===== src/rtl/reg_pipe_pkg.sv =====
// reg_pipe_pkg: shared constants and helpers for the reg_pipe register pipeline.
// Latency: n/a (package only).
// Backpressure: n/a (package only).
package reg_pipe_pkg;

  localparam int DEFAULT_WIDTH = 8;
  localparam int DEFAULT_DEPTH = 4;

  // Width of a counter that must hold every value 0..depth inclusive.
  function automatic int occ_width(input int depth);
    return $clog2(depth + 1);
  endfunction

endpackage


===== src/rtl/reg_pipe_stage.sv =====
// reg_pipe_stage: one pipeline stage (valid bit plus data register).
// Latency: 1 cycle from up_valid/up_data to vld/data when adv is high.
// Backpressure: holds its contents while adv is low; clr drops the valid bit.
// Ports: clk, rst (sync, active-high), clr (flush valid), adv (stage may load),
//        up_valid/up_data (upstream word), vld/data (registered stage contents).
// Build option DATA_RST_EN: when defined, rst also loads data with RESET_VALUE.
module reg_pipe_stage #(
  parameter int WIDTH = 8
`ifdef DATA_RST_EN
  ,
  parameter logic [WIDTH-1:0] RESET_VALUE = '0
`endif
) (
  input  logic             clk,
  input  logic             rst,
  input  logic             clr,
  input  logic             adv,
  input  logic             up_valid,
  input  logic [WIDTH-1:0] up_data,
  output logic             vld,
  output logic [WIDTH-1:0] data
);

  logic             vld_q, vld_d;
  logic [WIDTH-1:0] data_q, data_d;

  always_comb begin
    vld_d  = vld_q;
    data_d = data_q;
    if (adv) begin
      vld_d  = up_valid;
      data_d = up_data;
    end
    // Flush only clears the valid bit; the data register may keep stale contents.
    if (clr) begin
      vld_d = 1'b0;
    end
  end

  always_ff @(posedge clk) begin
    if (rst) begin
      vld_q <= 1'b0;
    end else begin
      vld_q <= vld_d;
    end
  end

`ifdef DATA_RST_EN
  always_ff @(posedge clk) begin
    if (rst) begin
      data_q <= RESET_VALUE;
    end else begin
      data_q <= data_d;
    end
  end
`else
  // No data reset: the valid bit alone qualifies the word.
  always_ff @(posedge clk) begin
    data_q <= data_d;
  end
`endif

  assign vld  = vld_q;
  assign data = data_q;

endmodule


===== src/rtl/reg_pipe.sv =====
// reg_pipe: DEPTH-stage valid/ready register pipeline with bubble collapse and flush.
// Latency: word accepted at edge N is on out_valid after edge N+DEPTH-1 (no stalls).
// Backpressure: combinational ready chain; in_ready falls only when every stage is full and out_ready is low.
// Ports: clk, rst (sync, active-high), flush, in_valid/in_ready/in_data,
//        out_valid/out_ready/out_data, occupancy (count of valid stages).
// Build option DATA_RST_EN: when defined, rst also loads every data register with RESET_VALUE.
module reg_pipe
  import reg_pipe_pkg::*;
#(
  parameter int               WIDTH       = DEFAULT_WIDTH,
  parameter int               DEPTH       = DEFAULT_DEPTH,
  parameter logic [WIDTH-1:0] RESET_VALUE = '0
) (
  input  logic                        clk,
  input  logic                        rst,
  input  logic                        flush,
  input  logic                        in_valid,
  output logic                        in_ready,
  input  logic [WIDTH-1:0]            in_data,
  output logic                        out_valid,
  input  logic                        out_ready,
  output logic [WIDTH-1:0]            out_data,
  output logic [occ_width(DEPTH)-1:0] occupancy
);

  localparam int OCC_W = occ_width(DEPTH);

  logic [DEPTH-1:0] vld;
  logic [DEPTH-1:0] rdy;
  logic [DEPTH-1:0] up_vld;
  logic [WIDTH-1:0] dat    [DEPTH];
  logic [WIDTH-1:0] up_dat [DEPTH];

  // Ready ripples from the output back to stage 0 so an empty stage anywhere
  // lets everything upstream of it advance (bubble collapse).
  always_comb begin
    rdy = '0;
    rdy[DEPTH-1] = !vld[DEPTH-1] || out_ready;
    for (int i = DEPTH - 2; i >= 0; i--) begin
      rdy[i] = !vld[i] || rdy[i+1];
    end
  end

  assign in_ready = rdy[0] && !flush;

  always_comb begin
    up_vld    = '0;
    up_vld[0] = in_valid && in_ready;
    up_dat[0] = in_data;
    for (int i = 1; i < DEPTH; i++) begin
      up_vld[i] = vld[i-1];
      up_dat[i] = dat[i-1];
    end
  end

  for (genvar g = 0; g < DEPTH; g++) begin : g_stage
    reg_pipe_stage #(
      .WIDTH(WIDTH)
`ifdef DATA_RST_EN
      ,
      .RESET_VALUE(RESET_VALUE)
`endif
    ) u_stage (
      .clk      (clk),
      .rst      (rst),
      .clr      (flush),
      .adv      (rdy[g]),
      .up_valid (up_vld[g]),
      .up_data  (up_dat[g]),
      .vld      (vld[g]),
      .data     (dat[g])
    );
  end

  assign out_valid = vld[DEPTH-1];
  assign out_data  = dat[DEPTH-1];

  // Popcount of registered valid bits only, so occupancy has no input-to-output path.
  always_comb begin
    occupancy = '0;
    for (int i = 0; i < DEPTH; i++) begin
      occupancy = occupancy + OCC_W'(vld[i]);
    end
  end

endmodule


===== config.mk =====
export PLATFORM = sky130hd
export DESIGN_NAME = reg_pipe
export DESIGN_NICKNAME = d
export VERILOG_FILES = /design/src/rtl/reg_pipe_pkg.sv /design/src/rtl/reg_pipe_stage.sv /design/src/rtl/reg_pipe.sv
export SDC_FILE = /design/constraint.sdc
export NUM_CORES = 1
export LEC_CHECK = 0
export ABC_AREA = 1
export ABC_CLOCK_PERIOD_IN_PS = 1830
export CAP_MARGIN = 10
export CORE_ASPECT_RATIO = 1.75
export CORE_MARGIN = 3
export CORE_UTILIZATION = 25
export DETAILED_ROUTE_END_ITERATION = 8
export GPL_ROUTABILITY_DRIVEN = 0
export HOLD_SLACK_MARGIN = 0.08
export SLEW_MARGIN = 10
export SYNTH_ARGS = -nofsm -noshare
export SYNTH_HDL_FRONTEND = slang
export SYNTH_SLANG_ARGS = --single-unit

===== constraint.sdc =====
create_clock -name clk -period 1.83 [get_ports clk]
set_clock_uncertainty 0.2 [all_clocks]
set_input_delay 0.366 -clock clk [delete_from_list [all_inputs] [get_ports clk]]
set_output_delay 0.366 -clock clk [all_outputs]
set_load 0.05 [all_outputs]

==> metrics.txt <==
# TYPE chip_impl_metric gauge
chip_impl_info{name="rsz0062_at_grt",value="yes"} 1
chip_impl_info{name="violations",value="setup timing"} 1
chip_impl_metric{name="timing.final.crit_share",unit="%"} 128
chip_impl_metric{name="cts_num_sinks",unit=""} 36
chip_impl_metric{name="total_grt_usage",unit="%"} 5.62
chip_impl_metric{name="switching_share",unit="%"} 20.4
chip_impl_info{name="reg2reg_from",value="g_stage[3].u_stage.vld"} 1
chip_impl_metric{name="n_antenna_cell",unit=""} 0
chip_impl_metric{name="final_layout_size_suffix_gt1_share",unit="%"} 40.4
chip_impl_metric{name="power.switching",unit="mW"} 0.317
chip_impl_metric{name="number_of_hold_buffers_added_after_cts",unit=""} 0
chip_impl_metric{name="maxCapViolations",unit=""} 0
chip_impl_metric{name="worstPathArrival",unit="ns"} 1.78
chip_impl_metric{name="max_slew.worst_pin.slew",unit="ns"} 0.385
chip_impl_info{name="tritoncts",value="done"} 1
chip_impl_info{name="critical_path.reg2reg.endpoint",value="g_stage[2].u_stage.data[0]"} 1
chip_impl_metric{name="peakVddDrop",unit="µV"} 734
chip_impl_metric{name="layout_min_cycle_time",unit="ns"} 2.34
chip_impl_metric{name="core-area",unit="µm²"} 4750
chip_impl_metric{name="ys_types",unit=""} 15
chip_impl_metric{name="finalSetupViolations",unit=""} 3
chip_impl_metric{name="worst_slack",unit="ns"} -0.514
chip_impl_info{name="hold_path_class",value="reg2reg"} 1
chip_impl_metric{name="num_io_pins",unit=""} 26
chip_impl_metric{name="detail_route.wl_per_cell",unit="µm"} 9.85
chip_impl_metric{name="timing.reg2reg.worst_path_depth",unit=""} 5
chip_impl_metric{name="total_leakage_power",unit="nW"} 0.659
chip_impl_metric{name="fmax",unit="MHz"} 427
chip_impl_metric{name="mappedNetlistArea",unit="µm²"} 1250
chip_impl_metric{name="antenna_violations_before_repair",unit=""} 0
chip_impl_metric{name="grt_start_max_net_pins",unit=""} 12
chip_impl_metric{name="drt-total-wl",unit="µm"} 1490
chip_impl_info{name="final_cell_mix",value="32 x sky130_fd_sc_hd__edfxtp_1, 15 x sky130_fd_sc_hd__buf_4, 11 x sky130_fd_sc_hd__clkdlybuf4s50_1, 5 x sky130_fd_sc_hd__clkbuf_8"} 1
chip_impl_metric{name="detail-route-antenna-nets",unit=""} 0
chip_impl_info{name="whs_endpoint",value="g_stage[1].u_stage.data[5]"} 1
chip_impl_metric{name="combinationalPowerShare",unit="%"} 6.9
chip_impl_info{name="critical_path.endpoint_type",value="primary output"} 1
chip_impl_info{name="layout_commonest_cell",value="sky130_fd_sc_hd__edfxtp_1"} 1
chip_impl_metric{name="die_y",unit="µm"} 99.5
chip_impl_metric{name="drt_pre_antenna_iters",unit=""} 2
chip_impl_metric{name="max-clock-path-buffers",unit=""} 2
chip_impl_metric{name="final_cells",unit=""} 151
chip_impl_metric{name="multi_input_area",unit="µm²"} 155
chip_impl_info{name="post_synthesis_cell_type_with_the_largest_combined_area",value="sky130_fd_sc_hd__edfxtp_1"} 1
chip_impl_metric{name="clock_transition_at_path_regs",unit="ns"} 0.07
chip_impl_metric{name="synth_warnings",unit=""} 0
chip_impl_metric{name="via_per_inst",unit=""} 3.81
chip_impl_metric{name="grt_pass1_vias",unit=""} 586
chip_impl_metric{name="synthesis.nets",unit=""} 82
chip_impl_metric{name="clockPowerShare",unit="%"} 32.8
chip_impl_metric{name="power.density_cell_area",unit="nW/µm²"} 908
chip_impl_metric{name="grt_first_pass_wirelength",unit="µm"} 2300
chip_impl_metric{name="nFillCells",unit=""} 429
chip_impl_metric{name="register_bit_total_from_synthesis",unit=""} 36
chip_impl_metric{name="report.final.hold_viol_count",unit=""} 0
chip_impl_metric{name="number_of_remaining_drc_errors",unit=""} 0
chip_impl_info{name="synth_area_leaders",value="sky130_fd_sc_hd__edfxtp_1 77%, sky130_fd_sc_hd__dfxtp_1 6.4%, sky130_fd_sc_hd__buf_4 4.8%, sky130_fd_sc_hd__inv_1 2.1%, sky130_fd_sc_hd__ha_1 2.0%"} 1
chip_impl_metric{name="detailed_place_hpwl",unit="µm"} 1180
chip_impl_info{name="hold_path.startpoint",value="g_stage[0].u_stage.data[5]"} 1
chip_impl_metric{name="clock_insertion_delay_worst_skew",unit="ns"} 0.28
chip_impl_metric{name="floorplan.initialDensity",unit="%"} 26.3
chip_impl_metric{name="synth.yosys.seq_area_share",unit="%"} 83.3
chip_impl_metric{name="htree_num_levels",unit=""} 2
chip_impl_info{name="cts_root_buffer",value="sky130_fd_sc_hd__clkbuf_8"} 1
chip_impl_metric{name="timing_max_transition_violations_final",unit=""} 0
chip_impl_metric{name="initialDrtViolationCount",unit=""} 8
chip_impl_info{name="path_class",value="reg2out"} 1
chip_impl_metric{name="cp.required",unit="ns"} 1.26
chip_impl_metric{name="layout.area.seq",unit="µm²"} 1050
chip_impl_metric{name="synthCells",unit=""} 66
chip_impl_info{name="run_status",value="complete, but fails checks"} 1
chip_impl_metric{name="numCtsBuffers",unit=""} 5
chip_impl_metric{name="synth_top_cell_area_share",unit="%"} 76.9
chip_impl_metric{name="hold_path_depth",unit=""} 0
chip_impl_metric{name="p_int",unit="mW"} 1.24
chip_impl_metric{name="nets",unit=""} 114
chip_impl_metric{name="fp-row-count",unit=""} 33
chip_impl_metric{name="hold_slack",unit="ns"} 0.219
chip_impl_metric{name="dp_cells",unit=""} 141
chip_impl_metric{name="worst-path-max-fanout",unit=""} 2
chip_impl_metric{name="via_total_after_detailed_routing",unit=""} 576
chip_impl_metric{name="sequentialPowerShare",unit="%"} 60.3
chip_impl_metric{name="die_outline_width",unit="µm"} 59.5
chip_impl_metric{name="slew_headroom",unit="%"} 74.3
chip_impl_info{name="critical_path.startpoint_type",value="flip-flop"} 1
chip_impl_metric{name="globalRoute.totalOverflow",unit=""} 0
chip_impl_metric{name="syn_area_per_cell",unit="µm²"} 18.9
chip_impl_metric{name="r2r_setup_slack",unit="ns"} 0.32
chip_impl_metric{name="numPortBuffers",unit=""} 25
chip_impl_metric{name="areaGrowthSynthToFinish",unit="%"} 37.3
chip_impl_metric{name="floorplan.die_area",unit="µm²"} 5920
[power groups by stage]
stage          logic (mW)  clock network, mW  registers (mW)
5_1_grt             0.113              0.566           0.942
6_report            0.107              0.512           0.940
4_1_cts             0.108              0.531           0.940
3_5_place_dp        0.107                  0           0.958
3_3_place_gp        0.105                  0           0.955
2_1_floorplan      0.0688                  0           0.954
[timing repair]
action / 4_1_cts / 5_1_grt
pin swaps: 0 / 0
resized for setup: 5 / 2
gates cloned: 0 / 0
setup endpoints to repair: 4 / 4
buffers inserted: 1 / 1
[metrics by stage]
| step | utilization [%] | TNS [ns] | total power [mW] | cell area, µm² | setup WS (ns) |
|---|---|---|---|---|---|
| floorplan | - | -0.444 | 1.02 | 1280 | -0.243 |
| global placement | 33.7 | -0.975 | 1.06 | 1600 | -0.229 |
| detailed placement | 33.7 | -1.86 | 1.06 | 1600 | -0.259 |
| CTS | 35.7 | -1.37 | 1.58 | 1700 | -0.535 |
| global route | 36.2 | -1.52 | 1.62 | 1720 | -0.581 |
| finish | 36.2 | -1.30 | 1.56 | 1720 | -0.514 |
[synth_stat cells]
cell / instances
sky130_fd_sc_hd__inv_2: 1
sky130_fd_sc_hd__or2_1: 1
sky130_fd_sc_hd__nand4_2: 1
sky130_fd_sc_hd__fa_1: 1
sky130_fd_sc_hd__edfxtp_1: 32
sky130_fd_sc_hd__buf_4: 8
sky130_fd_sc_hd__nor2_4: 1
sky130_fd_sc_hd__nor2_1: 3
sky130_fd_sc_hd__dfxtp_1: 4
sky130_fd_sc_hd__a21oi_1: 2
sky130_fd_sc_hd__nand2_1: 1
sky130_fd_sc_hd__inv_1: 7
sky130_fd_sc_hd__nand3_2: 1
sky130_fd_sc_hd__a21oi_2: 1
sky130_fd_sc_hd__ha_1: 2
[how the worst max path moves through the flow]
stage | slack (ns) | to | cells past startpoint | from
6_report | -0.51 | occupancy[1] | 6 | g_stage[1].u_stage.vld
5_1_grt | -0.58 | occupancy[1] | 6 | g_stage[1].u_stage.vld
4_1_cts | -0.54 | occupancy[1] | 6 | g_stage[1].u_stage.vld
3_5_place_dp | -0.26 | occupancy[1] | 6 | g_stage[1].u_stage.vld
3_3_place_gp | -0.23 | occupancy[1] | 6 | g_stage[1].u_stage.vld
2_1_floorplan | -0.24 | occupancy[1] | 5 | g_stage[3].u_stage.vld
[critical path: stages, from the launching register on]
cell and delay [ns]:
sky130_fd_sc_hd__dfxtp_2 0.33, sky130_fd_sc_hd__inv_2 0.04, sky130_fd_sc_hd__fa_1 0.54, sky130_fd_sc_hd__inv_2 0.05, sky130_fd_sc_hd__ha_4 0.15, sky130_fd_sc_hd__ha_4 0.26, sky130_fd_sc_hd__buf_12 0.12
[flip-flops by register name, summed over array words and instances, names as in the netlist]
register	flops
g_stage.u_stage.data	32
g_stage.u_stage.vld	4
[layer usage]
metal	vias up	wire, µm	GRT usage, %
li1	288	-	-
met1	261	412	3.02
met3	2	173	4.16
met4	0	8	3.14
met2	25	893	10.9
met5	-	0	0
[cells by family after synthesis]
| logic type | share of synthesized area [%] |
|---|---|
| adders and majority gates | 3.60 |
| and+or+nand+nor | 4.40 |
| DFF | 83.3 |
| buffers and inverters | 7.21 |
| AOI/OAI and AO/OA | 1.50 |
[area by class of cell]
type | count | share of cell area [%]
clock buffers | 6 | 4.23
clock inverters | 2 | 0.656
inverters | 8 | 1.90
multi-input cells | 14 | 9.04
flip-flops and latches | 36 | 60.9
well taps | 52 | 3.79
repair buffers | 33 | 19.5
No activity file was read; power rests on OpenSTA's default activity.
